<file path="config.mk">
export PLATFORM = sky130hd
export DESIGN_NAME = blink_sequencer
export DESIGN_NICKNAME = d
export VERILOG_FILES = /design/src/rtl/blink_sequencer.sv
export SDC_FILE = /design/constraint.sdc
export NUM_CORES = 1
export LEC_CHECK = 0
export BUFFER_PORTS_ARGS = -buffer_cell sky130_fd_sc_hd__buf_2
export CAP_MARGIN = 20
export CELL_PAD_IN_SITES_DETAIL_PLACEMENT = 0
export CELL_PAD_IN_SITES_GLOBAL_PLACEMENT = 1
export CORE_AREA = 2 2 83 85
export CTS_CLUSTER_SIZE = 12
export DETAILED_ROUTE_END_ITERATION = 8
export DIE_AREA = 0 0 85 87
export PLACE_DENSITY_LB_ADDON = 0.12
export REMOVE_ABC_BUFFERS = 1
export SLEW_MARGIN = 20
export SYNTH_ARGS = -nofsm -noshare
export SYNTH_HDL_FRONTEND = slang
export SYNTH_SLANG_ARGS = --single-unit
</file>
<file path="constraint.sdc">
create_clock -name clk -period 2.9 [get_ports clk]
set_clock_uncertainty 0.05 [all_clocks]
set_input_delay 0.435 -clock clk [delete_from_list [all_inputs] [get_ports clk]]
set_output_delay 0.435 -clock clk [all_outputs]
set_load 0.02 [all_outputs]
</file>
<file path="src/rtl/blink_sequencer.sv">
// rtl/blink_sequencer.sv - LED pattern sequencer: tick prescaler plus off/on/blink/burst FSM
// Outputs are all registered; led feeds the downstream LED flop.
module blink_sequencer #(
  parameter int DIV   = 12000000,
  parameter int CNT_W = 24,
  parameter int BURST = 3,
  parameter int PAUSE = 4
) (
  input  logic       clk,
  input  logic       rst,
  input  logic       en,
  input  logic [1:0] mode,
  output logic       led,
  output logic       tick,
  output logic       burst_done
);

  localparam int BW = $clog2(BURST + 1);
  localparam int PW = (PAUSE > 1) ? $clog2(PAUSE) : 1;
  localparam logic [CNT_W-1:0] CNT_MAX   = CNT_W'(DIV - 1);
  localparam logic [BW-1:0]    BURST_MAX = BW'(BURST);
  localparam logic [PW-1:0]    PAUSE_MAX = PW'(PAUSE - 1);

  typedef enum logic [2:0] {
    IDLE   = 3'd0,
    HOLD   = 3'd1,
    ON_PH  = 3'd2,
    OFF_PH = 3'd3,
    PAUSE_ST = 3'd4
  } state_t;

  logic [CNT_W-1:0] cnt;
  logic [1:0]       mode_q;
  state_t           state, state_d;
  logic [BW-1:0]    bcnt, bcnt_d;
  logic [PW-1:0]    pcnt, pcnt_d;
  logic             led_d, bdone_d;
  logic             mode_chg;

  always_ff @(posedge clk or negedge rst) begin
    if (!rst) begin
      cnt    <= '0;
      tick   <= 1'b0;
      mode_q <= 2'b00;
    end else begin
      mode_q <= mode;
      if (en) begin
        if (cnt == CNT_MAX) begin
          cnt  <= '0;
          tick <= 1'b1;
        end else begin
          cnt  <= cnt + 1'b1;
          tick <= 1'b0;
        end
      end else begin
        cnt  <= '0;
        tick <= 1'b0;
      end
    end
  end

  always_ff @(posedge clk or negedge rst) begin
    if (!rst) begin
      state      <= IDLE;
      bcnt       <= '0;
      pcnt       <= '0;
      led        <= 1'b0;
      burst_done <= 1'b0;
    end else begin
      state      <= state_d;
      bcnt       <= bcnt_d;
      pcnt       <= pcnt_d;
      led        <= led_d;
      burst_done <= bdone_d;
    end
  end

  // A mode change wins over a coincident tick; the FSM only consumes ticks in a stable mode.
  always_comb begin
    state_d  = state;
    bcnt_d   = bcnt;
    pcnt_d   = pcnt;
    led_d    = led;
    bdone_d  = 1'b0;
    mode_chg = (mode != mode_q);
    if (mode_chg) begin
      bcnt_d = '0;
      pcnt_d = '0;
      case (mode)
        2'b00: begin
          state_d = IDLE;
          led_d   = 1'b0;
        end
        2'b01: begin
          state_d = HOLD;
          led_d   = 1'b1;
        end
        default: begin
          state_d = ON_PH;
          led_d   = 1'b1;
        end
      endcase
    end else if (tick && en) begin
      case (state)
        ON_PH: begin
          state_d = OFF_PH;
          led_d   = 1'b0;
          if (mode_q == 2'b11) bcnt_d = bcnt + 1'b1;
        end
        OFF_PH: begin
          if (mode_q == 2'b11 && bcnt == BURST_MAX) begin
            state_d = PAUSE_ST;
            pcnt_d  = '0;
            bdone_d = 1'b1;
            led_d   = 1'b0;
          end else begin
            state_d = ON_PH;
            led_d   = 1'b1;
          end
        end
        PAUSE_ST: begin
          if (pcnt == PAUSE_MAX) begin
            state_d = ON_PH;
            bcnt_d  = '0;
            led_d   = 1'b1;
          end else begin
            pcnt_d = pcnt + 1'b1;
            led_d  = 1'b0;
          end
        end
        default: ;
      endcase
    end
  end

endmodule

</file>
==> reports/qor.txt <==
Remaining DRCs: 0
Number of I/O pins: 8
GPL Wtd Cong: 0.733
Async SR Flop Fraction: 100%
First-pass GRT wire length: 7.06 mm
Syn Inst Count: 186
Final nets: 204
Worst-path clk slew: 0.07 ns
DP Wirelength: 2.85 mm
Most frequent cells in the layout: dfrtp_1 (36), nor2_1 (18), nand3_1 (12), a21oi_1 (12)
Reg-to-Reg End: cnt[9]
Final Cycle Share: 74.0%
Unrepaired setup endpoints after global routing: no
Final WL: 4.04 mm
Setup Buffers After CTS: 0
Commonest non-fill, non-tap cell in the layout: dfrtp_1
Max stage delay on crit path: 0.54 ns
Primary FF master, synth: dfrtp_1
Fill count: 678
Synth top area cells: dfrtp_1 (48%), xor2_1 (4.2%), nor2_1 (3.6%)
Final core occ: 31.7%
Worst IR Drop VDD: 0.155 mV
Post-synth top area share: 48.0%
Fmax: 466 MHz
Gr ovfl total: 0
Crit path from: cnt[13]
Pwr/cell area: 468 nW/um^2
FP Rows: 30
Leakage power: 0.839 nW
Fin Setup TNS: 0 ns
Worst Tran Pin Value: 0.840 ns
Worst r2r src: cnt[13]
R2r setup slk: 0.75 ns
Worst hold path class: primary input to asynchronous set/reset pin
Area grow syn2layout: 10.8%
IO buf count: 7
Final Hold Fails: 0
Clock Latency Late Sink: 0.28 ns
Power, Total: 0.974 mW
Sink Count: 36
Multi-input logic area: 908 sq um
Post-layout min period: 2.15 ns
DRT iter0 DRCs: 55
GRT Total Usage: 12.2%
Seq/Total Area, Yosys: 48.0%
Slew Limit Fails: 0
Die Y: 87 um
Setup crit start kind: flop
Die area: 7400 sq um
CTS tree: built
Yosys warning total: 0
Crit path to: cnt[9]
Crit. End Element: flop
Crit Path Class: flop to flop
Post-CTS Hold Fix Bufs: 0
Status: finished, final reports clean
CTS root buffer: clkbuf_8
Antenna diode count: 0
# setup viols final: 0
Critical Path RT: 3.02 ns
Total clock buffers created by CTS: 5
Yosys reg bits: 36
H-tree depth: 2
DRT antenna net count: 0
Arrival time worst endpoint: 2.26 ns
CP Max Fanout: 14
Yosys cell types: 42
Slew HR: 44.0%
Post-CTS resize count: 0
Max-cap violations: 0
Initial antenna violation count: 0
Syn avg cell area: 10.1 sq um
Reg2reg path depth: 5
Clock tree buffer depth: 2
Drt first pass iters: 4
Die X: 85 um
Avg WL per Cell: 14.6 um
Vias in the first global route: 1433
Initial Util: 28.6%
Worst-path cell chain: or4_1 > or4_4 > o31ai_4 > buf_4 > nor2_1
Post-synth EDFFs: 0
Largest net degree at the start of global routing: 37
Critical path's slowest cell: or4_4
Avg Vias per Cell: 5.12
Vias: 1417
Synth area leader: dfrtp_1
Core area: 6570 sq um
Synthesized area: 1880 sq um
Register Area: 901 sq um
Share of cells above drive strength 1: 12.7%
state kept, by name, indices dropped and copies added (netlist names):
name,flops
cnt,24
state,3
bcnt,2
mode_q,2
pcnt,2
burst_done,1
led,1
tick,1
per-layer routing:
layer	global-route usage [%]	vias to the layer above	share of wire, %
met1	14.9	698	46
met2	20.7	16	50
met4	4.04	0	0.62
li1	-	701	-
met5	0	-	0
met3	3.79	2	3.5
how the worst min path moves through the flow:
stage / end / slack [ns]
2_1_floorplan: bcnt[0] / 0.09
3_3_place_gp: cnt[0] / 0.42
3_5_place_dp: cnt[0] / 0.43
4_1_cts: mode_q[1] / 0.23
5_1_grt: mode_q[0] / 0.24
6_report: state[1] / 0.20
critical path, delay by kind of cell, from the launching register on:
| family | cells | cell delay [ns] |
|---|---|---|
| AO/OA/AOI/OAI | 1 | 0.19 |
| buffers and inverters | 1 | 0.24 |
| flip-flops | 1 | 0.42 |
| AND/OR/NAND/NOR | 3 | 1.12 |
cell families (layout without fill, tap and decap cells):
group,after synthesis,after routing,synth area share (%)
adder cells (fa/ha/maj),3,3,2.00
buffers and inverters,14,25,3.60
multiplexers,8,8,4.47
XOR/XNOR,13,13,6.07
flip-flops,36,36,48.0
AND/OR/NAND/NOR,80,80,24.2
AO/OA/AOI/OAI,32,32,11.7
final cells by class:
| type | count | share of cell area [%] |
|---|---|---|
| clock buffer | 8 | 4.33 |
| timing repair buffer | 9 | 2.41 |
| multi-input combinational | 136 | 43.7 |
| tap | 80 | 4.81 |
| inverter | 8 | 1.44 |
| sequential | 36 | 43.3 |
stage by stage:
step	instances	hold WS, ns	setup slack, ns	cell area (sq um)
final	277	0.197	0.754	2080
after global routing	277	0.237	0.646	2080
after CTS	277	0.228	0.752	2080
after detailed placement	269	0.429	0.770	1990
after global placement	269	0.415	0.790	1990
after floorplan	180	0.0894	0.659	1840
cells in the mapped netlist (all sizes together), types with 2 or more instances:
| library cell | instances |
|---|---|
| dfrtp | 36 |
| nor2 | 18 |
| a21oi | 12 |
| nand3 | 12 |
| or4 | 10 |
| nand2 | 9 |
| xor2 | 9 |
| inv | 8 |
| o31ai | 8 |
| and3 | 6 |
| mux2i | 5 |
| nand4 | 5 |
| or3 | 5 |
| clkbuf | 4 |
| o21ai | 4 |
| xnor2 | 4 |
| ha | 3 |
| mux2 | 3 |
| nor3 | 3 |
| and4 | 2 |
| buf | 2 |
| nor2b | 2 |
| nor3b | 2 |
power by group:
group | total, mW | internal [mW] | switching (mW) | leakage (nW)
logic | 0.0741 | 0.0296 | 0.0445 | 0.306
clock network | 0.373 | 0.194 | 0.179 | 0.0455
registers | 0.527 | 0.513 | 0.0136 | 0.488
(Power assumes the default switching activity.)
